## config.mk

```make
export PLATFORM = sky130hd
export DESIGN_NAME = rom_pack_loader
export DESIGN_NICKNAME = d
export VERILOG_FILES = /design/src/rtl/pmd85_pkg.sv /design/src/rtl/ioctl_skid_buf.sv /design/src/rtl/rom_pack_loader.sv
export SDC_FILE = /design/constraint.sdc
export NUM_CORES = 1
export LEC_CHECK = 0
export ABC_CLOCK_PERIOD_IN_PS = 4730
export CAP_MARGIN = 20
export CORE_UTILIZATION = 49
export CTS_BUF_LIST = sky130_fd_sc_hd__clkbuf_16
export CTS_CLUSTER_SIZE = 14
export DETAILED_ROUTE_END_ITERATION = 7
export PLACE_DENSITY = 0.87
export SYNTH_ARGS = -nofsm -noshare
export SYNTH_HDL_FRONTEND = slang
export SYNTH_HIERARCHICAL = 1
export SYNTH_SLANG_ARGS = --single-unit
```

## constraint.sdc

```tcl
create_clock -name clk_sys -period 4.73 [get_ports clk_sys]
set_input_delay 1.419 -clock clk_sys [delete_from_list [all_inputs] [get_ports clk_sys]]
set_output_delay 1.419 -clock clk_sys [all_outputs]
set_load 0.02 [all_outputs]
```

## src/rtl/pmd85_pkg.sv

```systemverilog
// Shared definitions for the ROM pack loader.
//   IOCTL_IDX_ROMPACK : download index that targets the ROM pack
//   ROMPACK_AW        : ROM pack address width (32 KB)
//   loader_state_e    : loader FSM state encoding
package pmd85_pkg;

    localparam int IOCTL_IDX_ROMPACK = 1;
    localparam int ROMPACK_AW        = 15;

    typedef enum logic [1:0] {
        ST_IDLE  = 2'd0,
        ST_RECV  = 2'd1,
        ST_FLUSH = 2'd2,
        ST_DONE  = 2'd3
    } loader_state_e;

endpackage

```

## src/rtl/ioctl_skid_buf.sv

```systemverilog
// One-entry holding buffer for a downloaded byte and its address.
//   clk_sys, reset_n : clock, async active-low reset
//   push             : load push_addr/push_data, buffer becomes valid
//   pop              : buffered byte consumed this cycle
//   valid/addr/data  : buffer contents
// A push in the same cycle as a pop wins, so a byte can stream through
// every cycle without loss.
module ioctl_skid_buf #(
    parameter int AW = 15
) (
    input  logic          clk_sys,
    input  logic          reset_n,
    input  logic          push,
    input  logic [AW-1:0] push_addr,
    input  logic [7:0]    push_data,
    input  logic          pop,
    output logic          valid,
    output logic [AW-1:0] addr,
    output logic [7:0]    data
);

    logic          valid_q, valid_d;
    logic [AW-1:0] addr_q, addr_d;
    logic [7:0]    data_q, data_d;

    always_comb begin
        valid_d = valid_q;
        addr_d  = addr_q;
        data_d  = data_q;
        if (pop) begin
            valid_d = 1'b0;
        end
        if (push) begin
            valid_d = 1'b1;
            addr_d  = push_addr;
            data_d  = push_data;
        end
    end

    always_ff @(posedge clk_sys or negedge reset_n) begin
        if (!reset_n) begin
            valid_q <= 1'b0;
            addr_q  <= '0;
            data_q  <= '0;
        end else begin
            valid_q <= valid_d;
            addr_q  <= addr_d;
            data_q  <= data_d;
        end
    end

    assign valid = valid_q;
    assign addr  = addr_q;
    assign data  = data_q;

endmodule

```

## src/rtl/rom_pack_loader.sv

```systemverilog
// ROM pack loader: writes a downloaded image into the pack RAM while
// sharing the RAM port with core reads (core reads have priority).
//   ioctl_*   : download interface (window, index, byte strobe, addr, data,
//               back-pressure)
//   cpu_*     : core read request/address and one-cycle acknowledge
//   mem_*     : pack RAM address, write data, write enable
//   loaded, pack_size, overflow, busy : image status
//
// state    | meaning
// ---------+-----------------------------------------------------------
// ST_IDLE  | no image since reset; waiting for a matching download
// ST_RECV  | download window open; bytes captured and committed
// ST_FLUSH | window closed; draining the last buffered byte
// ST_DONE  | load finished; loaded reflects pack_size != 0
module rom_pack_loader
    import pmd85_pkg::*;
#(
    parameter int INDEX = IOCTL_IDX_ROMPACK,
    parameter int AW    = ROMPACK_AW
) (
    input  logic          clk_sys,
    input  logic          reset_n,
    input  logic          ioctl_download,
    input  logic [7:0]    ioctl_index,
    input  logic          ioctl_wr,
    input  logic [24:0]   ioctl_addr,
    input  logic [7:0]    ioctl_dout,
    output logic          ioctl_wait,
    input  logic          cpu_rd_req,
    input  logic [AW-1:0] cpu_addr,
    output logic          cpu_ack,
    output logic [AW-1:0] mem_addr,
    output logic [7:0]    mem_din,
    output logic          mem_we,
    output logic          loaded,
    output logic [AW:0]   pack_size,
    output logic          overflow,
    output logic          busy
);

    loader_state_e state_q, state_d;
    logic          dl_q;
    logic          cpu_ack_q;
    logic          loaded_q, loaded_d;
    logic          overflow_q, overflow_d;
    logic [AW:0]   pack_size_q, pack_size_d;

    logic          buf_valid;
    logic [AW-1:0] buf_addr;
    logic [7:0]    buf_data;

    logic          dl_rise, dl_fall, start, in_xfer;
    logic          addr_ok, wr_rx, push, drop, commit;
    logic [AW:0]   commit_size;

    assign dl_rise = ioctl_download & ~dl_q;
    assign dl_fall = ~ioctl_download & dl_q;
    assign in_xfer = (state_q == ST_RECV) || (state_q == ST_FLUSH);
    assign start   = ((state_q == ST_IDLE) || (state_q == ST_DONE)) &&
                     dl_rise && (ioctl_index == 8'(INDEX));

    assign addr_ok = (ioctl_addr >> AW) == 25'd0;
    assign wr_rx   = (state_q == ST_RECV) && ioctl_wr;
    assign commit  = in_xfer && buf_valid && !cpu_rd_req;
    // Capture is allowed into an empty buffer or one being drained now.
    assign push    = wr_rx && addr_ok && (!buf_valid || commit);
    assign drop    = wr_rx && !push;

    assign commit_size = {1'b0, buf_addr} + (AW+1)'(1);

    ioctl_skid_buf #(.AW(AW)) u_buf (
        .clk_sys   (clk_sys),
        .reset_n   (reset_n),
        .push      (push),
        .push_addr (ioctl_addr[AW-1:0]),
        .push_data (ioctl_dout),
        .pop       (commit),
        .valid     (buf_valid),
        .addr      (buf_addr),
        .data      (buf_data)
    );

    always_comb begin
        state_d     = state_q;
        loaded_d    = loaded_q;
        overflow_d  = overflow_q;
        pack_size_d = pack_size_q;
        case (state_q)
            ST_IDLE, ST_DONE: begin
                if (start) begin
                    state_d     = ST_RECV;
                    loaded_d    = 1'b0;
                    overflow_d  = 1'b0;
                    pack_size_d = '0;
                end
            end
            ST_RECV: begin
                if (dl_fall) begin
                    state_d = ST_FLUSH;
                end
            end
            ST_FLUSH: begin
                if (!buf_valid) begin
                    state_d  = ST_DONE;
                    loaded_d = (pack_size_q != '0);
                end
            end
            default: state_d = ST_IDLE;
        endcase
        if (drop) begin
            overflow_d = 1'b1;
        end
        if (commit && (commit_size > pack_size_q)) begin
            pack_size_d = commit_size;
        end
    end

    // dl_q resets high so a window still open at reset release is not
    // mistaken for a fresh rising edge.
    always_ff @(posedge clk_sys or negedge reset_n) begin
        if (!reset_n) begin
            state_q     <= ST_IDLE;
            dl_q        <= 1'b1;
            cpu_ack_q   <= 1'b0;
            loaded_q    <= 1'b0;
            overflow_q  <= 1'b0;
            pack_size_q <= '0;
        end else begin
            state_q     <= state_d;
            dl_q        <= ioctl_download;
            cpu_ack_q   <= cpu_rd_req;
            loaded_q    <= loaded_d;
            overflow_q  <= overflow_d;
            pack_size_q <= pack_size_d;
        end
    end

    assign ioctl_wait = buf_valid;
    assign cpu_ack    = cpu_ack_q;
    assign mem_we     = commit;
    assign mem_addr   = commit ? buf_addr : cpu_addr;
    assign mem_din    = buf_data;
    assign loaded     = loaded_q;
    assign pack_size  = pack_size_q;
    assign overflow   = overflow_q;
    assign busy       = in_xfer;

endmodule

```

; ---- Word level (Yosys, flattened, before mapping)
; Cells that the tools add are included.
[word_totals]
latchBits = 0
register_bits = 46
output_inout_bits = 45
mem_count = 0
romBits = 0
mem_bits_rw = 0
[op_classes]
shift = 0
reduce_logical = 29
n_lt_le_gt_ge = 1
eq_ne = 7
mul = 0
addsub = 1
mux = 15
bitwise = 4
n_div = 0
[op_table]
columns = op, n
row1 = $mux 16, 3
row2 = $logic_not 25->1, 1
row3 = $add 15x1->16 const B, 1
row4 = $gt 16x16->1, 1
row5 = $reduce_bool 16->1, 1
row6 = $mux 15, 1
row7 = $reduce_bool 2->1, 6
row8 = $logic_and 1x1->1, 9
row9 = $eq 8x1->1 const B, 1
row10 = $mux 1, 6
row11 = $mux 2, 3
row12 = $ne 2x2->1 const B, 3
row13 = $pmux 2 s3, 1
row14 = $reduce_and 3->1, 2
row15 = $eq 2x2->1 const B, 2
row16 = $reduce_and 2->1, 2
row17 = $logic_not 1->1, 3
row18 = $logic_or 1x1->1, 3
row19 = $and 1x1->1, 2
row20 = $eq 2x1->1 const B, 1
row21 = $logic_not 2->1, 1
row22 = $not 1->1, 2
row23 = $pmux 1 s2, 1
row24 = $reduce_or 2->1, 1

; ---- Longest topological paths before layout
[logic_depth]
depth_word = 10
mapped_depth = 10

; ---- Hierarchy
; Netlist, hierarchy kept.
[by_module_without_submodules]
columns = module, area_per_inst_um2, cells_each, instances
row1 = rom_pack_loader, 1901.8, 207, 1
row2 = ioctl_skid_buf, 993.5, 52, 1

; ---- Worst setup path before layout
; No wires, ideal clock.
[synth_timing]
kind = input-to-output
start = input cpu_rd_req
end = output mem_addr[10]
path_stages = 4
arrival_ps = 2346
t_required_ps = 3311
setup_slack_ps = 965
path_cell_list = nor2_1 nand2_1 buf_2 mux2_2
[synth_via]
elab_chain_len = 3
[synth_lines]
columns = item, line_no
row1 = from (decl), rom_pack_loader.sv:29  ; input logic cpu_rd_req,
row2 = $logic_not 1->1, rom_pack_loader.sv:64  ; assign commit = in_xfer && buf_valid && !cpu_rd_req;
row3 = $logic_and 1x1->1, rom_pack_loader.sv:64
row4 = $mux 15, rom_pack_loader.sv:141  ; assign mem_addr = commit ? buf_addr : cpu_addr;
row5 = to (decl), rom_pack_loader.sv:32  ; output logic [AW-1:0] mem_addr,
; Every way passes these cells.

; ---- Final worst setup path
[layout_timing]
start = input cpu_rd_req
end = output mem_addr[14]
; Same word-level chain as after synthesis.

==> impl_metrics.sql <==
INSERT INTO impl_metrics (metric_group, metric, value, unit) VALUES
('placement', 'post-dp-hpwl', '5.38', 'mm'),
('setup_path', 'worst_setup_path_end_kind', 'primary output', ''),
('route', 'detailedRoute.firstPassIterationCount', '4', ''),
('die', 'area_of_the_core', '0.00561', 'sq mm'),
('clock_tree', 'cts_resized', '0', ''),
('setup_path', 'crit_path_start_kind', 'input pin', ''),
('clock_tree', 'cts.reportedPaths.clkPinSlew', '0.06', 'ns'),
('clock_tree', 'numClockSinks', '46', ''),
('pwr', 'power.ir.vdd_worst', '0.000195', 'V'),
('setup_path', 'critPathSlowestCell', 'sky130_fd_sc_hd__clkdlybuf4s50_1', ''),
('yosys', 'synth-seq-cells', '46', ''),
('sta', 'timing.final.max_slew_violations', '0', ''),
('yosys', 'yosysUniqueCellTypes', '39', ''),
('cells_and_area', 'layout.cells.most_common', 'sky130_fd_sc_hd__clkdlybuf4s50_1', ''),
('yosys', 'dominantRegCellSynth', 'sky130_fd_sc_hd__dfrtp_1', ''),
('pwr', 'total_power', '1000', 'uW'),
('sta', 'setup_viols_final', '0', ''),
('setup_path', 'crit_top_cell', 'sky130_fd_sc_hd__clkdlybuf4s50_1', ''),
('yosys', 'number_of_flops_mapped_to_enable_cells_by_yosys', '0', ''),
('die', 'rows', '27', ''),
('setup_path', 'cp_data_required_time', '3.31', 'ns'),
('global_route', 'grt_max_degree', '47', ''),
('cells_and_area', 'n_antenna_cell', '0', ''),
('global_route', 'antenna_found_initial', '0', ''),
('cells_and_area', 'final_net_count', '451', ''),
('yosys', 'synth.net_count', '340', ''),
('pwr', 'static-leakage-power', '0.00185', 'uW'),
('sta', 'clock-skew-final', '0.00751', 'ns'),
('setup_path', 'critical_path.max_stage_delay', '0.55', 'ns'),
('die', 'dieWidth', '78.9', 'um'),
('setup_path', 'worstPathMaxFanout', '19', ''),
('route', 'drt_first_iter_violations', '132', ''),
('yosys', 'syn-instance-count', '259', ''),
('route', 'final_antenna_net_count', '0', ''),
('die', 'die_h', '78.9', 'um'),
('clock_tree', 'clockRootBuffer', 'sky130_fd_sc_hd__clkbuf_16', ''),
('sta', 'min_period_over_period', '96.5', '%'),
('sta', 'rsz0062_at_grt', 'no', ''),
('cells_and_area', 'share_of_post_route_cells_with_drive_strength_above_1', '17.3', '%'),
('route', 'route.vias.total', '2420', ''),
('global_route', 'grt.total_usage', '25.4', '%'),
('clock_tree', 'cts_setup_buffers', '0', ''),
('clock_tree', 'clock_latency_of_the_later_clocked_register_in_the_worst_skew_pair', '0.29', 'ns'),
('sta', 'sum_of_negative_setup_slack', '0', 'ns'),
('cells_and_area', 'final-instance-count-excl-fill', '443', ''),
('cells_and_area', 'layout.cells.most_common_list', 'sky130_fd_sc_hd__clkdlybuf4s50_1 (104), sky130_fd_sc_hd__dfrtp_1 (45), sky130_fd_sc_hd__mux2_2 (25), sky130_fd_sc_hd__inv_1 (24), sky130_fd_sc_hd__ha_1 (20)', ''),
('route', 'routed_wire_length', '7.34', 'mm'),
('sta', 'finalWorstPathRequiredPeriod', '4.56', 'ns'),
('sta', 'hold_viol_final', '0', ''),
('die', 'ios', '106', ''),
('clock_tree', 'postCtsHoldBufs', '0', ''),
('sta', 'worst-slew-pin-transition', '0.868', 'ns'),
('placement', 'global_placer_s_final_weighted_congestion', '0.851', ''),
('clock_tree', 'cts_tree', 'done', ''),
('die', 'starting_density_of_the_core', '51.6', '%'),
('min_path', 'min-delay-path-class', 'reg2reg', ''),
('pwr', 'power-per-cell-area', '237', 'mW/mm^2'),
('route', 'routed_via_density', '5.46', ''),
('placement', 'port_buffers', '105', ''),
('clock_tree', 'htreeDepth', '2', ''),
('clock_tree', 'tritoncts.num_buffers', '5', ''),
('sta', 'fmaxAchievable', '219', 'MHz'),
('global_route', 'residual_overflow_from_global_routing', '0', ''),
('cells_and_area', 'finalInstanceArea', '0.00424', 'sq mm'),
('clock_tree', 'clock_tree.buffer_depth', '2', ''),
('status', 'status', 'finished clean', ''),
('yosys', 'synth_async_sr_flop_share', '100', '%'),
('global_route', 'first_global_vias', '2560', ''),
('setup_path', 'critPathBufInv', '3', ''),
('sta', 'slew-limit-headroom', '41.7', '%'),
('route', 'wl_per_cell', '16.6', 'um');
[tightest hold or removal path, stage by stage, from the launching register on]
cell and delay, ns:
sky130_fd_sc_hd__dfrtp_1 0.35, sky130_fd_sc_hd__nand2_1 0.05, sky130_fd_sc_hd__o21ai_0 0.06
[per-stage QoR]
step | hold slack, ns | setup slack, ns | utilization, %
after floorplan | 0.497 | 0.965 | -
after global placement | 0.475 | 0.211 | 71.6
after detailed placement | 0.488 | 0.177 | 71.6
after CTS | 0.503 | 0.157 | 75.0
after global routing | 0.535 | 0.0995 | 75.5
final | 0.492 | 0.167 | 75.5
[cell type report]
cell class	count	area [sq um]
sequential	46	1150
clock buffer	5	125
fill	386	1370
tap	72	90.1
clock inverter	3	68.8
timing repair buffer	108	1100
multi-input combinational	184	1600
inverter	25	93.8
[sequential cells by signal (all words and copies together), names as in the netlist]
register / flops
cpu_ack: 1
dl_q: 1
loaded: 1
overflow: 1
pack_size: 16
state_q: 2
u_buf/addr: 15
u_buf/data: 8
u_buf/valid: 1
[report_power, final]
part	switching (uW)	total (uW)	internal, uW
Combinational	56.6	142	85.8
Clock	149	453	303
Sequential	6.37	409	403
[layer usage]
layer / up-vias / GRT usage [%] / part of all wire, %
met5: - / 0 / 0
met4: 0 / 9.45 / 1.9
met3: 12 / 5.63 / 5.6
met2: 80 / 43.0 / 49
met1: 1162 / 31.8 / 44
li1: 1166 / - / -
[kinds of logic after synthesis]
| kind of cell | share of synthesized area [%] |
|---|---|
| compound gates | 10.8 |
| xor+xnor | 3.93 |
| fa+ha+maj | 8.64 |
| buf+inv | 5.19 |
| flops | 39.8 |
| mux | 19.6 |
| simple gates | 12.1 |
[worst paths after layout]
kind	start	to	slack [ns]	depth (start not counted)
worst max-delay path	cpu_rd_req	mem_addr[14]	0.17	6
worst min-delay path	overflow	overflow	0.49	2
worst max register to register	u_buf/addr[2]	pack_size[11]	1.43	10
worst min register to register	overflow	overflow	0.49	2
max in group asynchronous	reset_n	pack_size[4]	3.12	2
min in group asynchronous	reset_n	u_buf/data[7]	1.11	1
[synth_stat cells (all sizes together) (3+ instances only)]
library cell  number  area share (%)
xor2               5             1.5
nand4              6             1.5
nor4               9             1.9
nand3              9             1.6
and3               3            0.65
ha                20             8.6
dfrtp             45              39
xnor2              8             2.4
nor2              13             1.8
buf                4             1.9
o21ai              7             1.2
nor3               7             1.2
mux2              44              20
o2bb2ai           10             3.0
inv               25             3.2
a21oi             10             1.7
nand2             18             2.3
No activity file was read; power rests on OpenSTA's default activity.
